===== src/rtl/pal_cycle_ctrl.sv =====
// Palette colour-cycling controller: remaps 3-bit pixels by a phase that advances on frame edges.
// Optional macro PAL_CYCLE_DIR_EN adds dir_i so advances can run the phase backwards.
module pal_cycle_ctrl #(
    parameter int FRAMES_PER_STEP = 30
) (
    input  logic       clk_i,
    input  logic       rst_i,
    input  logic       vsync_i,
    input  logic       pause_i,
    input  logic       step_i,
`ifdef PAL_CYCLE_DIR_EN
    input  logic       dir_i,
`endif
    input  logic       de_i,
    input  logic [2:0] rgb_i,
    output logic [2:0] rgb_o,
    output logic       de_o,
    output logic [3:0] phase_o,
    output logic       tick_o
);
    typedef enum logic {RUN, HOLD} state_t;

    localparam logic [7:0] LAST = 8'(FRAMES_PER_STEP - 1);

    state_t     state, state_nxt;
    logic       vsync_q, step_q;
    logic       frame_edge, step_edge;
    logic       step_pend, step_pend_nxt;
    logic [7:0] cnt, cnt_nxt;
    logic [3:0] phase, phase_nxt;
    logic       adv, dec;

    // Colour 3 is fixed; {0,1,2,4} rotates with period 4 and {5,6,7} with period 3.
    function automatic logic [2:0] remap(input logic [2:0] c, input logic [3:0] ph);
        logic [1:0] i4;
        logic [2:0] i3;
        logic [2:0] r;
        i4 = 2'd0;
        i3 = 3'd0;
        r  = c;
        case (c)
            3'd0, 3'd1, 3'd2: begin
                i4 = c[1:0] + ph[1:0];
                r  = (i4 == 2'd3) ? 3'd4 : {1'b0, i4};
            end
            3'd4: begin
                i4 = 2'd3 + ph[1:0];
                r  = (i4 == 2'd3) ? 3'd4 : {1'b0, i4};
            end
            3'd5, 3'd6, 3'd7: begin
                i3 = (c - 3'd5) + 3'(ph % 4'd3);
                if (i3 >= 3'd3) i3 = i3 - 3'd3;
                r = 3'd5 + i3;
            end
            default: r = c;
        endcase
        return r;
    endfunction

`ifdef PAL_CYCLE_DIR_EN
    assign dec = dir_i;
`else
    assign dec = 1'b0;
`endif

    assign frame_edge = vsync_i & ~vsync_q;
    assign step_edge  = step_i & ~step_q;
    assign phase_o    = phase;

    always_comb begin
        state_nxt     = pause_i ? HOLD : RUN;
        cnt_nxt       = cnt;
        step_pend_nxt = step_pend;
        adv           = 1'b0;
        phase_nxt     = phase;
        if (state == RUN) begin
            step_pend_nxt = 1'b0;
            if (frame_edge) begin
                if (cnt == LAST) begin
                    cnt_nxt = 8'd0;
                    adv     = 1'b1;
                end else begin
                    cnt_nxt = cnt + 8'd1;
                end
            end
        end else begin
            // The frame counter is frozen here so RUN resumes mid-count.
            if (frame_edge && step_pend) begin
                adv           = 1'b1;
                step_pend_nxt = 1'b0;
            end
            if (step_edge) step_pend_nxt = 1'b1;
            if (state_nxt == RUN) step_pend_nxt = 1'b0;
        end
        if (adv) begin
            if (dec) phase_nxt = (phase == 4'd0) ? 4'd11 : phase - 4'd1;
            else     phase_nxt = (phase == 4'd11) ? 4'd0 : phase + 4'd1;
        end
    end

    always_ff @(posedge clk_i or posedge rst_i) begin
        if (rst_i) begin
            state     <= RUN;
            vsync_q   <= 1'b1;
            step_q    <= 1'b1;
            step_pend <= 1'b0;
            cnt       <= 8'd0;
            phase     <= 4'd0;
            tick_o    <= 1'b0;
            rgb_o     <= 3'd0;
            de_o      <= 1'b0;
        end else begin
            state     <= state_nxt;
            vsync_q   <= vsync_i;
            step_q    <= step_i;
            step_pend <= step_pend_nxt;
            cnt       <= cnt_nxt;
            phase     <= phase_nxt;
            tick_o    <= adv;
            rgb_o     <= remap(rgb_i, phase);
            de_o      <= de_i;
        end
    end
endmodule

===== config.mk =====
export PLATFORM = sky130hd
export DESIGN_NAME = pal_cycle_ctrl
export DESIGN_NICKNAME = d
export VERILOG_FILES = /design/src/rtl/pal_cycle_ctrl.sv
export SDC_FILE = /design/constraint.sdc
export NUM_CORES = 1
export LEC_CHECK = 0
export CELL_PAD_IN_SITES_DETAIL_PLACEMENT = 1
export CELL_PAD_IN_SITES_GLOBAL_PLACEMENT = 2
export CORE_ASPECT_RATIO = 1.25
export CORE_UTILIZATION = 31
export DETAILED_ROUTE_END_ITERATION = 16
export PLACE_DENSITY_LB_ADDON = 0.1
export SKIP_LAST_GASP = 1
export SLEW_MARGIN = 5
export SYNTH_ARGS = -nofsm -noshare
export SYNTH_HDL_FRONTEND = slang
export SYNTH_SLANG_ARGS = --single-unit

===== constraint.sdc =====
create_clock -name clk_i -period 3.8 [get_ports clk_i]
set_input_delay 0.38 -clock clk_i [delete_from_list [all_inputs] [get_ports clk_i]]
set_output_delay 0.38 -clock clk_i [all_outputs]
set_load 0.02 [all_outputs]

Word level (Yosys, flattened, before mapping)
Index checks and enable logic that the tools add are counted.
{ "word_totals": {"wordCells": 56, "out_inout_bits": 9, "in_bits": 9, "register_bits": 21} }
{ "classes": {"bitwise_logic": 5, "div_mod_pow": 1, "addsub": 8, "reduce_logical": 5, "n_mux": 16, "n_eq_ne": 11, "magnitude_cmp": 1} }
{ "ops": {"columns": ["operator", "n"], "rows": [
  ["3-bit == test (second input constant)", 4],
  ["3-bit 2-to-1 mux", 4],
  ["1-bit 2-to-1 mux", 9],
  ["3-bit case mux with 3 select lines", 1],
  ["8-bit by 1-bit adder with 8-bit output (second input constant)", 1],
  ["8-bit by 5-bit == test with 1-bit output (second input constant)", 1],
  ["8-bit 2-to-1 mux", 1],
  ["3-bit OR reduction", 2],
  ["4-bit by 1-bit adder with 4-bit output (second input constant)", 1],
  ["2-bit == test (second input constant)", 2],
  ["4-bit == test (second input constant)", 1],
  ["4-bit by 2-bit remainder unit with 4-bit output (second input constant)", 1],
  ["4-bit 2-to-1 mux", 1],
  ["4-bit by 2-bit inequality test with 1-bit output (second input constant)", 1],
  ["3-bit adder", 1],
  ["3-bit adder (first input constant)", 1],
  ["3-bit by 1-bit == test with 1-bit output (second input constant)", 1],
  ["3-bit by 2-bit == test with 1-bit output (second input constant)", 1],
  ["3-bit by 2-bit greater-or-equal comparator with 1-bit output (second input constant)", 1],
  ["3-bit zero test", 1],
  ["1-bit NOT", 3],
  ["3-bit by 2-bit subtractor with 3-bit output (second input constant)", 1],
  ["3-bit subtractor (second input constant)", 1],
  ["2-bit adder", 1],
  ["other kinds (4)", 5]
]} }

Logic depth before layout (Yosys ltp)
{ "logic_depth": {"depth_word": 7, "mapped_depth": 20, "ltp_nobuf": 20} }

Worst setup path before layout
No wires, ideal clock.
{ "synth_path": {"path_type": "reg2reg", "startpoint": "reg phase[2] (netlist: phase_o[2])", "endpoint": "reg rgb_o[0]", "period_less_slack_ns": 3.865, "arrival_time_ns": 3.747, "path_stages_with_launch": 19, "setup_time_ns": 0.118, "slack_ns": -0.065, "n_path_buf": 0, "path_cell_list": "dfrtp_1 > nor2b_2 > ha_1 > inv_1 > ha_1 > nand2_1 > xnor2_1 > ha_1 > a211oi_2 > and2_2 > mux2i_1 > ha_1 > inv_1 > ha_1 > ha_1 > or4b_4 > nand2_2 > xnor2_1 > a21o_1"} }
{ "synth_between": {"elab_chain_cells": 7} }
{ "synth_lines": {"columns": ["element", "line_no", "text"], "rows": [
  ["from (decl)", "30", "logic [3:0] phase, phase_nxt;"],
  ["from (signal assigned)", "118", "phase <= phase_nxt;"],
  ["4-bit by 2-bit remainder unit with 4-bit output *", "51", "i3 = (c - 3'd5) + 3'(ph % 4'd3);"],
  ["3-bit adder *", "51", null],
  ["3-bit by 2-bit subtractor with 3-bit output or 3-bit by 2-bit greater-or-equal comparator with 1-bit output (tied branches)", "52", "if (i3 >= 3'd3) i3 = i3 - 3'd3;"],
  ["3-bit 2-to-1 mux *", "52", null],
  ["3-bit 2-to-1 mux *", "41", "case (c)"],
  ["3-bit adder *", "53", "r = 3'd5 + i3;"],
  ["3-bit case mux with 3 select lines *", "41", null],
  ["to (signal assigned)", "120", "rgb_o <= remap(rgb_i, phase);"],
  ["to (decl)", "16", "output logic [2:0] rgb_o,"]
]} }
Mark *: on every way between the ends. The rest lies on a longest branch, timed or not. The select of a mux whose other input is x is not followed.
A chain may end at the register's enable or synchronous reset.

Final worst setup path
Same ends and word-level chain as after synthesis.

==> results.cfg <==
[run_status]
status = finished, final reports clean

[global_route]
grt_usage_pct = 14.0
met1_usage_pct = 15.9
grt_max_degree = 22
met2_usage_pct = 25.5
antenna_found_initial = 0
gr-total-overflow = 0
grt_pass1_vias = 1179
met3_usage_pct = 1.01
busiest_layer = met2
grt_pass1_wl_mm = 5.06

[synthesis]
synth-edff-count = 0
avgSynthCellArea_sq_um = 9.81
synth_flop_cell = dfrtp_1
synth_area_leaders = dfrtp_1 34%, ha_1 13%, xnor2_1 5.7%
synth_area_leader_cell = dfrtp_1
synth_most_common_cell = dfrtp_1
ys_top_cells_by_count = 19 x dfrtp_1, 14 x ha_1, 14 x nor2_1, 13 x inv_1, 12 x nand2_1
ys_seq_elements = 21
syn_area_sq_um = 1390
synth_top_area_share_pct = 34.1
synthArstFlopShare_pct = 100
synth_cell_types = 43
ys_seq_area_share_pct = 37.9
postSynthCellCount = 142
syn_nets = 165
yosys_warnings = 0

[hold_path]
hold_depth = 1
whs_endpoint = cnt[7]
hold_start = cnt[7]
hold_path_class = flop to flop

[sta]
drv_slew = 0
clock_skew_ps = 2.57
timing.final.crit_share_pct = 97.3
hold_viol = 0
period_minus_slack_ps = 3700
rsz0062_at_grt = true
clock.fmax_mhz = 270
slew_headroom_pct = 44.4
tns_ps = 0
layout_setup_ws_ps = 103
setup_viol = 0
max_slew.worst_pin.slew_ps = 833

[setup_path]
critPathKind = flop to flop
end_kind = flop
r2r_slack_ps = 100
crit_path_start_kind = flop
r2r-start = phase_o[2]
critical_path_arrival_ps = 3850
ff2ff_path_depth = 18
crit_required_ps = 3950
r2r_end = rgb_o[0]
worstPathMaxFanout = 3

[layout]
final_cells = 234
nets = 202
drive_gt1_share_pct = 25.3
design_area_sq_um = 1850
syn2layout_area_growth_pct = 32.9
antenna_cells = 0

[die]
core-area_sq_um = 4200
fp.dieW_microns = 62.0
start_util_pct = 33.2
dieArea_sq_um = 4770
dieHeight_microns = 76.9
ioPinCount = 18
rows = 26

[run]
max_cap_viol_count = 0

[route]
drcViolationCount = 0
drtIter0Drc = 14
routed_via_density = 4.78
drt-pass1-iter-count = 4
routed_wl_mm = 3.06
ant_nets = 0
num_vias = 1118
wl_per_cell_microns = 13.1

[place]
post_dp_cell_area_sq_um = 1680
globalplace.congestion = 0.744
place_hpwl_mm = 2.39
io_buffers = 17
dpl.cell_count = 223
pre_cts_ws_ps = -51.2

[pwr]
vdd_drop_max_v = 0.000405
leakage_nw = 0.849
power.density_nw_per_um2 = 621
total_power_mw = 1.15

[clock_tree]
cts_made_buffers = 3
clockRootBuffer = clkbuf_8
cts_tree = yes
clk_path_buf_depth = 2
clk_pin_slew_ps = 80
clk_latency_ps = 260
cts_max_level = 1
clock-sinks = 21
[per-stage QoR]
step                util (%)  hold WS [ps]
finish                  44.1           470
global route            44.1           487
CTS                     41.4           483
detailed placement      40.1           472
global placement        40.1           466
floorplan                  -           355
[per-layer routing]
| metal | share of wire [%] | vias up |
|---|---|---|
| met4 | 1.2 | 0 |
| met3 | 1.7 | 2 |
| li1 | - | 551 |
| met2 | 55 | 11 |
| met1 | 42 | 554 |
| met5 | 0 | - |
[sequential cells by signal, summed over array words and instances (netlist names)]
register	count
cnt	8
phase_o	4
rgb_o	3
de_o	1
state	1
step_pend	1
step_q	1
tick_o	1
vsync_q	1
[logic make-up after synthesis]
group	Yosys count	share of synthesized area (%)
flops	21	37.9
fa+ha+maj	14	12.6
xor+xnor	14	8.81
simple gates	52	20.1
compound gates	24	12.5
buf+inv	14	5.84
mux	3	2.25
[how the worst max path moves through the flow]
stage | startpoint | to | slack (ps) | depth (start not counted)
3_5_place_dp | phase_o[2] | rgb_o[0] | -50 | 18
4_1_cts | phase_o[2] | rgb_o[0] | 20 | 18
2_1_floorplan | phase_o[2] | rgb_o[0] | 1 | 18
5_1_grt | phase_o[2] | rgb_o[0] | -90 | 19
6_report | phase_o[2] | rgb_o[0] | 100 | 18
3_3_place_gp | phase_o[2] | rgb_o[0] | -20 | 18
[area by class of cell]
class,instances,area (sq um)
fillers,486,2350
clock buffers,3,41.3
well taps,56,70.1
repair buffers,33,294
multi-input cells,107,861
inverters,13,48.8
flip-flops and latches,21,531
clock inverters,1,5.00
[worst max-delay path, cell delays in order, from the launching register on]
cell,delay (ps)
dfrtp_2,420
buf_6,120
and2b_2,240
inv_2,50
ha_4,160
nand2_4,80
xnor2_4,80
ha_2,200
a211oi_2,240
and2_4,190
mux2i_1,180
ha_1,250
inv_1,60
ha_2,270
ha_2,190
or4b_4,560
nand2_4,90
xnor2_2,60
a21o_1,160
[power breakdown]
group | switching, mW | internal, mW | total, mW
combinational | 0.328 | 0.371 | 0.699
clock | 0.0731 | 0.0730 | 0.146
sequential | 0.0359 | 0.268 | 0.304
total | 0.437 | 0.712 | 1.15
[layout by cell type, fill, tap and decap left out, drive strengths merged, types with 2 or more instances in the layout]
master          n
a21o            3
a21oi           4
and2            3
and2b           3
buf            16
clkbuf          3
clkdlybuf4s50  17
dfrtp          19
dfstp           2
ha             14
inv            13
mux2i           2
nand2          13
nand3           2
nand4           3
nor2           14
nor2b           3
nor3            2
o21ai           7
or3             2
xnor2           9
xor2            5
[what timing repair did]
| item | CTS | global route |
|---|---|---|
| gates resized for setup | 0 | 16 |
| gates cloned | 0 | 0 |
| pin swaps | 1 | 10 |
| setup buffers | 1 | 6 |
| setup endpoints to repair | 1 | 2 |
| hold buffers | 0 | 0 |
No activity file was read; power rests on OpenSTA's default activity.
